## src/rtl/id_ex_stage_pkg.sv

```systemverilog
// Shared definitions for the ID/EX pipeline register slice.
// Holds default widths, the stage FSM encoding and the bubble control constant.
package id_ex_stage_pkg;

  localparam int unsigned DATA_W     = 32;
  localparam int unsigned ALU_OP_W   = 6;
  localparam int unsigned REG_ADDR_W = 5;
  localparam int unsigned CNT_W      = 16;

  typedef enum logic [1:0] {
    ST_RUN   = 2'd0,
    ST_STALL = 2'd1,
    ST_HALT  = 2'd2
  } state_e;

  // Control bits that must be cleared for an EX slot to be a harmless bubble
  typedef struct packed {
    logic valid;
    logic reg_wr_en;
    logic mem_rd;
    logic mem_wr;
  } bubble_ctrl_t;

  localparam bubble_ctrl_t BUBBLE_CTRL = '{valid: 1'b0, reg_wr_en: 1'b0, mem_rd: 1'b0, mem_wr: 1'b0};

endpackage

```

## src/rtl/load_use_detect.sv

```systemverilog
// Load-use hazard comparator (purely combinational).
// Ports:
//   ex_valid, ex_mem_rd, ex_rt        : instruction currently in EX
//   id_valid, id_uses_rs, id_uses_rt,
//   id_rs, id_rt                      : instruction currently in ID
//   hazard_c                          : ID reads the register the EX load is writing
module load_use_detect
  import id_ex_stage_pkg::*;
(
  input  logic                  ex_valid,
  input  logic                  ex_mem_rd,
  input  logic [REG_ADDR_W-1:0] ex_rt,
  input  logic                  id_valid,
  input  logic                  id_uses_rs,
  input  logic                  id_uses_rt,
  input  logic [REG_ADDR_W-1:0] id_rs,
  input  logic [REG_ADDR_W-1:0] id_rt,
  output logic                  hazard_c
);

  logic ex_is_load_c;
  logic rs_match_c;
  logic rt_match_c;

  // r0 is hardwired zero, so a load into it never produces a dependency
  assign ex_is_load_c = ex_valid & ex_mem_rd & (ex_rt != '0);
  assign rs_match_c   = id_uses_rs & (id_rs == ex_rt);
  assign rt_match_c   = id_uses_rt & (id_rt == ex_rt);
  assign hazard_c     = ex_is_load_c & id_valid & (rs_match_c | rt_match_c);

endmodule

```

## src/rtl/id_ex_stage.sv

```systemverilog
// ID/EX pipeline register with load-use stall detection, flush, debug halt
// and a saturating stall-cycle counter.
// Ports:
//   i_clk, i_rst_n          : clock, async active-low reset
//   i_*_ID, i_* data/ctrl   : decoded instruction fields from ID
//   i_flush, i_halt         : taken branch/jump kill, debug freeze
//   i_cnt_clr               : clear stall counter
//   o_*_EX                  : registered copies of the ID fields
//   o_stall                 : combinational stall request to PC and IF/ID
//   o_stall_count           : saturating count of load-use stall cycles
module id_ex_stage
  import id_ex_stage_pkg::*;
#(
  parameter int unsigned DATA_W   = id_ex_stage_pkg::DATA_W,
  parameter int unsigned ALU_OP_W = id_ex_stage_pkg::ALU_OP_W,
  parameter int unsigned CNT_W    = id_ex_stage_pkg::CNT_W
) (
  input  logic                  i_clk,
  input  logic                  i_rst_n,
  input  logic                  i_valid_ID,
  input  logic [REG_ADDR_W-1:0] i_rs_ID,
  input  logic [REG_ADDR_W-1:0] i_rt_ID,
  input  logic [REG_ADDR_W-1:0] i_rd_ID,
  input  logic                  i_uses_rs_ID,
  input  logic                  i_uses_rt_ID,
  input  logic [DATA_W-1:0]     i_rs_data,
  input  logic [DATA_W-1:0]     i_rt_data,
  input  logic [DATA_W-1:0]     i_imm,
  input  logic [4:0]            i_shamt,
  input  logic [ALU_OP_W-1:0]   i_ALU_op,
  input  logic [1:0]            i_flg_ALU_src_A,
  input  logic                  i_flg_ALU_src_B,
  input  logic                  i_flg_reg_wr_en,
  input  logic                  i_flg_mem_rd,
  input  logic                  i_flg_mem_wr,
  input  logic                  i_flg_WB_src,
  input  logic [1:0]            i_flg_reg_dst,
  input  logic                  i_flush,
  input  logic                  i_halt,
  input  logic                  i_cnt_clr,
  output logic                  o_valid_EX,
  output logic [REG_ADDR_W-1:0] o_rs_EX,
  output logic [REG_ADDR_W-1:0] o_rt_EX,
  output logic [REG_ADDR_W-1:0] o_rd_EX,
  output logic                  o_uses_rs_EX,
  output logic                  o_uses_rt_EX,
  output logic [DATA_W-1:0]     o_rs_data_EX,
  output logic [DATA_W-1:0]     o_rt_data_EX,
  output logic [DATA_W-1:0]     o_imm_EX,
  output logic [4:0]            o_shamt_EX,
  output logic [ALU_OP_W-1:0]   o_ALU_op_EX,
  output logic [1:0]            o_flg_ALU_src_A_EX,
  output logic                  o_flg_ALU_src_B_EX,
  output logic                  o_flg_reg_wr_en_EX,
  output logic                  o_flg_mem_rd_EX,
  output logic                  o_flg_mem_wr_EX,
  output logic                  o_flg_WB_src_EX,
  output logic [1:0]            o_flg_reg_dst_EX,
  output logic                  o_stall,
  output logic [CNT_W-1:0]      o_stall_count
);

  state_e state_q;
  state_e state_d;
  logic   hazard_c;
  logic   ex_load_c;
  logic   ex_bubble_c;
  logic   cnt_en_c;

  load_use_detect u_load_use_detect (
    .ex_valid   (o_valid_EX),
    .ex_mem_rd  (o_flg_mem_rd_EX),
    .ex_rt      (o_rt_EX),
    .id_valid   (i_valid_ID),
    .id_uses_rs (i_uses_rs_ID),
    .id_uses_rt (i_uses_rt_ID),
    .id_rs      (i_rs_ID),
    .id_rt      (i_rt_ID),
    .hazard_c   (hazard_c)
  );

  // A flush kills the ID instruction anyway, and a halt freezes everything
  assign o_stall = hazard_c & ~i_flush & ~i_halt;

  // FSM state register
  always_ff @(posedge i_clk or negedge i_rst_n) begin
    if (!i_rst_n) begin
      state_q <= ST_RUN;
    end else begin
      state_q <= state_d;
    end
  end

  // FSM next state: halt dominates, otherwise follow the stall request
  always_comb begin
    state_d = state_q;
    unique case (state_q)
      ST_HALT: begin
        if (!i_halt) begin
          state_d = o_stall ? ST_STALL : ST_RUN;
        end
      end
      default: begin
        if (i_halt) begin
          state_d = ST_HALT;
        end else if (o_stall) begin
          state_d = ST_STALL;
        end else begin
          state_d = ST_RUN;
        end
      end
    endcase
  end

  // FSM outputs: per-edge action, priority halt > flush > stall > advance
  always_comb begin
    ex_load_c   = 1'b0;
    ex_bubble_c = 1'b0;
    cnt_en_c    = 1'b0;
    if (!i_halt) begin
      ex_load_c   = 1'b1;
      ex_bubble_c = i_flush | o_stall | ~i_valid_ID;
      cnt_en_c    = 1'b1;
    end
  end

  // ID/EX pipeline register
  always_ff @(posedge i_clk or negedge i_rst_n) begin
    if (!i_rst_n) begin
      {o_valid_EX, o_flg_reg_wr_en_EX, o_flg_mem_rd_EX, o_flg_mem_wr_EX} <= BUBBLE_CTRL;
      o_rs_EX            <= '0;
      o_rt_EX            <= '0;
      o_rd_EX            <= '0;
      o_uses_rs_EX       <= 1'b0;
      o_uses_rt_EX       <= 1'b0;
      o_rs_data_EX       <= '0;
      o_rt_data_EX       <= '0;
      o_imm_EX           <= '0;
      o_shamt_EX         <= '0;
      o_ALU_op_EX        <= '0;
      o_flg_ALU_src_A_EX <= '0;
      o_flg_ALU_src_B_EX <= 1'b0;
      o_flg_WB_src_EX    <= 1'b0;
      o_flg_reg_dst_EX   <= '0;
    end else if (ex_load_c) begin
      if (ex_bubble_c) begin
        {o_valid_EX, o_flg_reg_wr_en_EX, o_flg_mem_rd_EX, o_flg_mem_wr_EX} <= BUBBLE_CTRL;
        o_rs_EX            <= '0;
        o_rt_EX            <= '0;
        o_rd_EX            <= '0;
        o_uses_rs_EX       <= 1'b0;
        o_uses_rt_EX       <= 1'b0;
        o_rs_data_EX       <= '0;
        o_rt_data_EX       <= '0;
        o_imm_EX           <= '0;
        o_shamt_EX         <= '0;
        o_ALU_op_EX        <= '0;
        o_flg_ALU_src_A_EX <= '0;
        o_flg_ALU_src_B_EX <= 1'b0;
        o_flg_WB_src_EX    <= 1'b0;
        o_flg_reg_dst_EX   <= '0;
      end else begin
        o_valid_EX         <= i_valid_ID;
        o_flg_reg_wr_en_EX <= i_flg_reg_wr_en;
        o_flg_mem_rd_EX    <= i_flg_mem_rd;
        o_flg_mem_wr_EX    <= i_flg_mem_wr;
        o_rs_EX            <= i_rs_ID;
        o_rt_EX            <= i_rt_ID;
        o_rd_EX            <= i_rd_ID;
        o_uses_rs_EX       <= i_uses_rs_ID;
        o_uses_rt_EX       <= i_uses_rt_ID;
        o_rs_data_EX       <= i_rs_data;
        o_rt_data_EX       <= i_rt_data;
        o_imm_EX           <= i_imm;
        o_shamt_EX         <= i_shamt;
        o_ALU_op_EX        <= i_ALU_op;
        o_flg_ALU_src_A_EX <= i_flg_ALU_src_A;
        o_flg_ALU_src_B_EX <= i_flg_ALU_src_B;
        o_flg_WB_src_EX    <= i_flg_WB_src;
        o_flg_reg_dst_EX   <= i_flg_reg_dst;
      end
    end
  end

  // Saturating stall counter; clear beats increment, halt freezes it
  always_ff @(posedge i_clk or negedge i_rst_n) begin
    if (!i_rst_n) begin
      o_stall_count <= '0;
    end else if (cnt_en_c) begin
      if (i_cnt_clr) begin
        o_stall_count <= '0;
      end else if (o_stall && (o_stall_count != '1)) begin
        o_stall_count <= o_stall_count + CNT_W'(1);
      end
    end
  end

endmodule

```

## config.mk

```make
export PLATFORM = sky130hd
export DESIGN_NAME = id_ex_stage
export DESIGN_NICKNAME = d
export VERILOG_FILES = /design/src/rtl/id_ex_stage_pkg.sv /design/src/rtl/load_use_detect.sv /design/src/rtl/id_ex_stage.sv
export SDC_FILE = /design/constraint.sdc
export NUM_CORES = 1
export LEC_CHECK = 0
export ABC_AREA = 1
export ABC_CLOCK_PERIOD_IN_PS = 2450
export BUFFER_PORTS_ARGS = -buffer_cell sky130_fd_sc_hd__clkbuf_2
export CORE_ASPECT_RATIO = 0.7
export CORE_MARGIN = 2
export CORE_UTILIZATION = 49
export CTS_BUF_LIST = sky130_fd_sc_hd__clkbuf_8
export CTS_CLUSTER_DIAMETER = 40
export DETAILED_ROUTE_END_ITERATION = 8
export PLACE_DENSITY = 0.83
export SYNTH_ARGS = -nofsm -noshare
export SYNTH_HDL_FRONTEND = slang
export SYNTH_HIERARCHICAL = 1
export SYNTH_SLANG_ARGS = --single-unit
```

## constraint.sdc

```tcl
create_clock -name i_clk -period 2.45 [get_ports i_clk]
set_input_delay 0.49 -clock i_clk [delete_from_list [all_inputs] [get_ports i_clk]]
set_output_delay 0.49 -clock i_clk [all_outputs]
set_load 0.03 [all_outputs]
```

==> results of run 1 <==
[layout by cell type (no fill, tap or decap), drive strengths merged]
master / instances
clkbuf: 303
nand2: 226
inv: 171
dfrtp: 150
o21ai: 137
nor2: 35
nand3: 27
buf: 13
nand4: 7
nor3: 4
xnor2: 3
xor2: 2
clkinv: 2
a21oi: 2
ha: 1
bufinv: 1
clkinvlp: 1
dlygate4sd3: 1
[stage by stage]
step / area (um^2) / util [%]
2_1_floorplan: 6480 / -
3_3_place_gp: 8120 / 62.2
3_5_place_dp: 8120 / 62.2
6_report: 8580 / 65.8
4_1_cts: 8540 / 65.4
5_1_grt: 8580 / 65.8
[area by class of cell]
type / instances / area (um^2) / area share [%]
tap: 166 / 208 / 2.42
sequential: 150 / 3760 / 43.8
multi-input combinational: 444 / 2030 / 23.6
clock buffer: 17 / 234 / 2.73
timing repair buffer: 300 / 1600 / 18.6
clock inverter: 15 / 156 / 1.82
inverter: 160 / 601 / 7.00
[cell families (layout without fill, tap and decap cells)]
kind of cell	count (synthesis)	after routing	synth area share, %
AO/OA/AOI/OAI	139	139	11.0
XOR/XNOR	5	5	0.676
adder cells (fa/ha/maj)	1	1	0.193
buffers and inverters	192	492	11.3
flip-flops	150	150	57.9
AND/OR/NAND/NOR	299	299	18.9
[flip-flops by register name (all words and copies together), names as in the netlist, 2 cells and up]
signal              flops
o_rt_data_EX           32
o_rs_data_EX           32
o_rt_EX                 5
o_ALU_op_EX             6
o_rs_EX                 5
o_imm_EX               32
o_stall_count          16
o_rd_EX                 5
o_flg_ALU_src_A_EX      2
o_flg_reg_dst_EX        2
o_shamt_EX              5
[worst reg2reg max path, stage by stage (launching register included)]
cell     delay [ns]
dfrtp_1        0.44
inv_2          0.11
nand2_2        0.06
a21oi_2        0.13
nand3_2        0.08
a21oi_2        0.15
inv_2          0.07
nor3_4         0.25
buf_4          0.16
o21ai_4        0.15
nor2_2         0.33
nand2_1        0.11
nand2_1        0.07
[how the worst max path moves through the flow]
stage / from / to / slack, ns
global route: o_rt_EX[2] / o_stall / -0.05
floorplan: o_rt_EX[2] / o_stall_count[7] / 0.22
global placement: i_rt_ID[3] / o_stall / 0.21
CTS: o_rt_EX[0] / o_stall / 0.007
detailed placement: i_rt_ID[3] / o_stall_count[13] / 0.15
finish: o_rt_EX[4] / o_stall / 0.07
[power by group]
part,internal [W],switching [W],total [W],leakage (nW)
clock network,0.000849,0.00102,0.00187,0.201
logic,0.000261,0.000581,0.000843,2.85
registers,0.00260,0.0000899,0.00269,2.02
[layer usage]
layer | wire length (um) | vias to the layer above | track usage (%)
li1 | - | 2955 | -
met1 | 6960 | 2700 | 30.4
met2 | 8060 | 226 | 37.4
met3 | 1410 | 18 | 7.20
met4 | 194 | 0 | 6.69
met5 | 0 | - | 0
[what timing repair did]
action	4_1_cts	5_1_grt
gates resized for setup	4	8
hold endpoints to repair	20	0
setup endpoints to repair	1	1
pin swaps	0	4
hold buffers	1	0
buffers inserted	0	3
==> flow_metrics.env, run 1 <==
export IMPL_synth_most_common_cell="nand2_1"
export IMPL_die_h_um=100
export IMPL_n_antenna_cell=0
export IMPL_cp_max_fo=5
export IMPL_endpoint_kind="primary output"
export IMPL_synth_area_leader_cell="dfrtp_1"
export IMPL_hp_class="input pin to register"
export IMPL_fin_ws_ns=0.0700
export IMPL_rr_endpoint="o_stall_count[13]"
export IMPL_clock_sinks=150
export IMPL_grt_pass1_vias=5265
export IMPL_critPathArrivalTime_ns=1.89
export IMPL_reg2reg_from="o_rt_EX[4]"
export IMPL_slew_limit_headroom_pct=42.0
export IMPL_outcome="complete, no violations"
export IMPL_port_buffers=289
export IMPL_n_fill_cell=1114
export IMPL_dieArea_um2=14200
export IMPL_seq_area_frac_synth_pct=57.9
export IMPL_hold_path_cell_count=3
export IMPL_setup_viol=0
export IMPL_cts_buffers=17
export IMPL_path_cells="inv_2 -> nand2_2 -> a21oi_2 -> nand3_2 -> a21oi_2 -> inv_2 -> nor3_4 -> buf_8"
export IMPL_globalRoute_totalOverflow=0
export IMPL_tritoncts="done"
export IMPL_fin_nets=1213
export IMPL_grt_first_pass_wirelength_um=26000
export IMPL_yosysTopAreaCellShare_pct=57.9
export IMPL_insertion_delay_ns=0.44
export IMPL_slew_viol_final=0
export IMPL_area_growth_pct=32.5
export IMPL_synth_seq_cells=150
export IMPL_ant_nets=0
export IMPL_wire_per_inst_um=13.3
export IMPL_fmax_ghz=0.420
export IMPL_syn_nets=926
export IMPL_rsz0062_at_grt="yes"
export IMPL_rr_worst_depth=12
export IMPL_io_pin_count=290
export IMPL_cap_violations=0
export IMPL_tns_ns=0
export IMPL_die_w_um=141
export IMPL_hp_start="i_rt_data[4]"
export IMPL_period_share_pct=97.1
export IMPL_crit_required_ns=1.96
export IMPL_htreeDepth=4
export IMPL_clock_path_buffers=2
export IMPL_holdPathEnd="o_rt_data_EX[4]"
export IMPL_crit_type="register to primary output"
export IMPL_worst_path_stages=8
export IMPL_ys_flop_type="dfrtp_1"
export IMPL_placed_cells=1216
export IMPL_pre_cts_ws_ns=0.150
export IMPL_totalPowerFinal_w=0.00540
export IMPL_path_clk_slew_ns=0.10
export IMPL_syn_area_per_cell_um2=8.24
export IMPL_synth_area_leaders="dfrtp_1 (58%), nand2_1 (13%), o21ai_0 (10%)"
export IMPL_synth_edff_count=0
export IMPL_wl_um=16600
export IMPL_grt_max_degree=88
export IMPL_fin_worst_skew_ns=0.0192
export IMPL_crit_slowest_cell="dfrtp_1"
export IMPL_core_area_um2=13100
export IMPL_powerDensity_nw_per_um2=630
export IMPL_fin_hold_ws_ns=0.264
export IMPL_layout_min_cycle_time_ns=2.38
export IMPL_vias=5899
export IMPL_startpoint_type="register"
export IMPL_fin_cells=1252
export IMPL_worst_slew_pin_slew_ns=0.870
export IMPL_grt_antenna_before_repair=0
export IMPL_finalHoldViolations=0
export IMPL_route_detailed_drc=0
export IMPL_start_util_pct=49.6
export IMPL_gp_congestion=0.870
export IMPL_cpPeakStageDelay_ns=0.44
export IMPL_synth_distinct_cells=24
export IMPL_synthArstFlopShare_pct=100
export IMPL_leakagePower_nw=5.08
export IMPL_hpwl_um=12200
export IMPL_synth_area_um2=6480
export IMPL_yosys_warnings=6
export IMPL_cts_root_buffer="clkbuf_8"
export IMPL_vdd_drop_max_mv=0.409
export IMPL_netlist_top_cells_count="nand2_1 (221), inv_1 (155), dfrtp_1 (150)"
export IMPL_drt_pre_antenna_iters=5
export IMPL_first_iter_violations=302
export IMPL_drt_vias_per_instance=4.71
export IMPL_synthesis_instances=786
export IMPL_drive_above_1_share_pct=32.7
export IMPL_grt_usage_pct=23.1
export IMPL_cp_num_buf_inv=3
export IMPL_rrSetupSlack_ns=0.28
export IMPL_critPathTopFamily="flip-flops"
export IMPL_rows=35
(Power assumes the default switching activity.)
==> run 2, diff against run 1 <==
--- a/config.mk
+++ b/config.mk
@@ -8,13 +8,15 @@
 export ABC_AREA = 1
 export ABC_CLOCK_PERIOD_IN_PS = 2450
 export BUFFER_PORTS_ARGS = -buffer_cell sky130_fd_sc_hd__clkbuf_2
+export CELL_PAD_IN_SITES_DETAIL_PLACEMENT = 0
+export CELL_PAD_IN_SITES_GLOBAL_PLACEMENT = 1
 export CORE_ASPECT_RATIO = 0.7
 export CORE_MARGIN = 2
-export CORE_UTILIZATION = 49
+export CORE_UTILIZATION = 34
 export CTS_BUF_LIST = sky130_fd_sc_hd__clkbuf_8
 export CTS_CLUSTER_DIAMETER = 40
 export DETAILED_ROUTE_END_ITERATION = 8
-export PLACE_DENSITY = 0.83
+export PLACE_DENSITY_LB_ADDON = 0.1
 export SYNTH_ARGS = -nofsm -noshare
 export SYNTH_HDL_FRONTEND = slang
 export SYNTH_HIERARCHICAL = 1
==> run 2 against run 1 <==
  * Core utilization is 19 points lower
  * Power grew 2.5%
  * First-iteration DRC count increased by 11%
  * Non-clock buffer count rose by 9
  * Clock power grew 6%
  * Worst setup slack better by 0.037 ns
  * Register-to-register slack gained 0.22 ns
  * Count of clock-buffer cells in the layout up 1
  * Worst hold slack lost 0.014 ns
  * Critical endpoint unchanged
  * Largest power group unchanged
  * Highest routed layer unchanged
==> flow_metrics.env, run 2 (synthesized netlist as in run 1, its figures left out) <==
export IMPL_outcome="complete, no violations"
export IMPL_leakagePower_nw=5.13
export IMPL_clockPowerShare_pct=35.8
export IMPL_final_cell_mix="clkbuf_2 (286), nand2_1 (219), inv_1 (154)"
export IMPL_path_clk_slew_ns=0.10
export IMPL_period_share_pct=95.6
export IMPL_internal_power_w=0.00376
export IMPL_tritoncts="done"
export IMPL_rsz0062_at_grt="yes"
export IMPL_ant_nets=0
export IMPL_fmax_ghz=0.427
export IMPL_fin_nets=1222
export IMPL_drive_above_1_share_pct=33.5
export IMPL_powerDensity_nw_per_um2=631
export IMPL_dieArea_um2=20200
export IMPL_critPathArrivalTime_ns=1.85
export IMPL_final_common_cell="clkbuf_2"
export IMPL_first_iter_violations=334
export IMPL_grt_pass1_vias=5569
export IMPL_met3WireLength_um=1750
export IMPL_largestRegisters="o_imm_EX x32, o_rs_data_EX x32, o_rt_data_EX x32"
export IMPL_io_pin_count=290
export IMPL_switchingPower_w=0.00178
export IMPL_finalHoldViolations=0
export IMPL_clock_path_buffers=2
export IMPL_globalRoute_totalOverflow=0
export IMPL_hp_class="input pin to register"
export IMPL_vias=5779
export IMPL_die_h_um=119
export IMPL_start_util_pct=34.4
export IMPL_totalPowerFinal_w=0.00554
export IMPL_insertion_delay_ns=0.46
export IMPL_core_area_um2=18800
export IMPL_wl_met2_um=8360
export IMPL_highest_layer="met4"
export IMPL_fin_worst_skew_ns=0.0203
export IMPL_clock_sinks=150
export IMPL_rows=42
export IMPL_endpoint_kind="primary output"
export IMPL_drt_vias_per_instance=4.32
export IMPL_area_growth_pct=35.6
export IMPL_die_w_um=169
export IMPL_drt_pre_antenna_iters=4
export IMPL_slew_viol_final=0
export IMPL_startpoint_type="register"
export IMPL_p_comb_share_pct=15.7
export IMPL_cap_violations=0
export IMPL_ff_latch_area_um2=3760
export IMPL_wl_met1_um=8790
export IMPL_route_detailed_drc=0
export IMPL_fin_util_pct=46.7
export IMPL_slew_limit_headroom_pct=54.4
export IMPL_placed_area_um2=8280
export IMPL_crit_required_ns=1.96
export IMPL_grt_first_pass_wirelength_um=30600
export IMPL_placed_cells=1297
export IMPL_cts_root_buffer="clkbuf_8"
export IMPL_final_area_um2=8790
export IMPL_htreeDepth=4
export IMPL_worst_slew_pin_slew_ns=0.682
export IMPL_wl_um=19100
export IMPL_wire_per_inst_um=14.3
export IMPL_fin_hold_ws_ns=0.250
export IMPL_gp_congestion=0.790
export IMPL_crit_type="register to primary output"
export IMPL_n_fill_cell=1919
export IMPL_grt_max_degree=106
export IMPL_swShare_pct=32.2
export IMPL_cp_max_fo=4
export IMPL_n_antenna_cell=0
export IMPL_setup_viol=0
export IMPL_hpwl_um=13700
export IMPL_multi_input_area_um2=2030
export IMPL_vdd_drop_max_mv=0.282
export IMPL_layout_min_cycle_time_ns=2.34
export IMPL_share_seq_of_total_power_pct=48.6
export IMPL_grt_antenna_before_repair=0
export IMPL_port_buffers=289
export IMPL_grt_usage_pct=19.4
export IMPL_cts_buffers=17
export IMPL_fin_cells=1337
==> run 2: critical path, stage by stage (launching register included) <==
cell and delay [ns]:
dfrtp_1 0.41, inv_2 0.07, nand2_1 0.06, nand2_1 0.04, nor2_1 0.10, nand3_1 0.11, a21oi_2 0.16, inv_2 0.06
nor3_4 0.22, buf_8 0.17
==> run 2: per-layer routing <==
layer  global-route usage, %  up-vias
met1                    26.2     2598
met5                       0        -
met3                    7.45       15
met4                    4.81        0
li1                        -     2967
met2                    29.3      199
==> run 2: repair_timing <==
item | CTS | global route
buffers inserted | 7 | 0
hold endpoints to repair | 41 | 0
resized for setup | 8 | 6
pin swaps | 4 | 6
endpoints found under the setup margin | 1 | 1
cloned | 0 | 0
hold buffers | 1 | 0
==> run 2: power groups by stage <==
stage | combinational [W] | sequential [W] | clock (W)
floorplan | 0.000200 | 0.00300 | 0
finish | 0.000867 | 0.00269 | 0.00198
global route | 0.000957 | 0.00271 | 0.00214
global placement | 0.000865 | 0.00274 | 0
detailed placement | 0.000868 | 0.00274 | 0
CTS | 0.000881 | 0.00269 | 0.00204
==> run 2: worst paths after layout <==
| check | start | slack, ns | cells past startpoint | endpoint |
|---|---|---|---|---|
| setup / recovery | o_rt_EX[2] | 0.11 | 9 | o_stall |
| hold / removal | i_shamt[3] | 0.25 | 3 | o_shamt_EX[3] |
| setup reg to reg | o_rt_EX[2] | 0.50 | 12 | o_stall_count[2] |
| hold reg to reg | o_rs_data_EX[24] | 0.49 | 2 | o_rs_data_EX[24] |
| max in group asynchronous | i_rst_n | 1.31 | 3 | o_rs_data_EX[19] |
| min in group asynchronous | i_rst_n | 0.54 | 2 | o_ALU_op_EX[0] |
==> run 2: layout make-up <==
cell class	instances	area share, %
Clock buffer	18	2.82
Timing Repair Buffer	309	19.3
Multi-Input combinational cell	444	23.1
Sequential cell	150	42.8
Inverter	160	6.84
Tap cell	242	3.45
Clock inverter	14	1.78
==> run 2: metrics by stage <==
| step | setup WS [ns] | setup TNS (ns) |
|---|---|---|
| final | 0.107 | 0 |
| after global placement | 0.196 | 0 |
| after detailed placement | 0.199 | 0 |
| after global routing | -0.0288 | -0.0288 |
| after CTS | -0.0330 | -0.0330 |
| after floorplan | 0.219 | 0 |
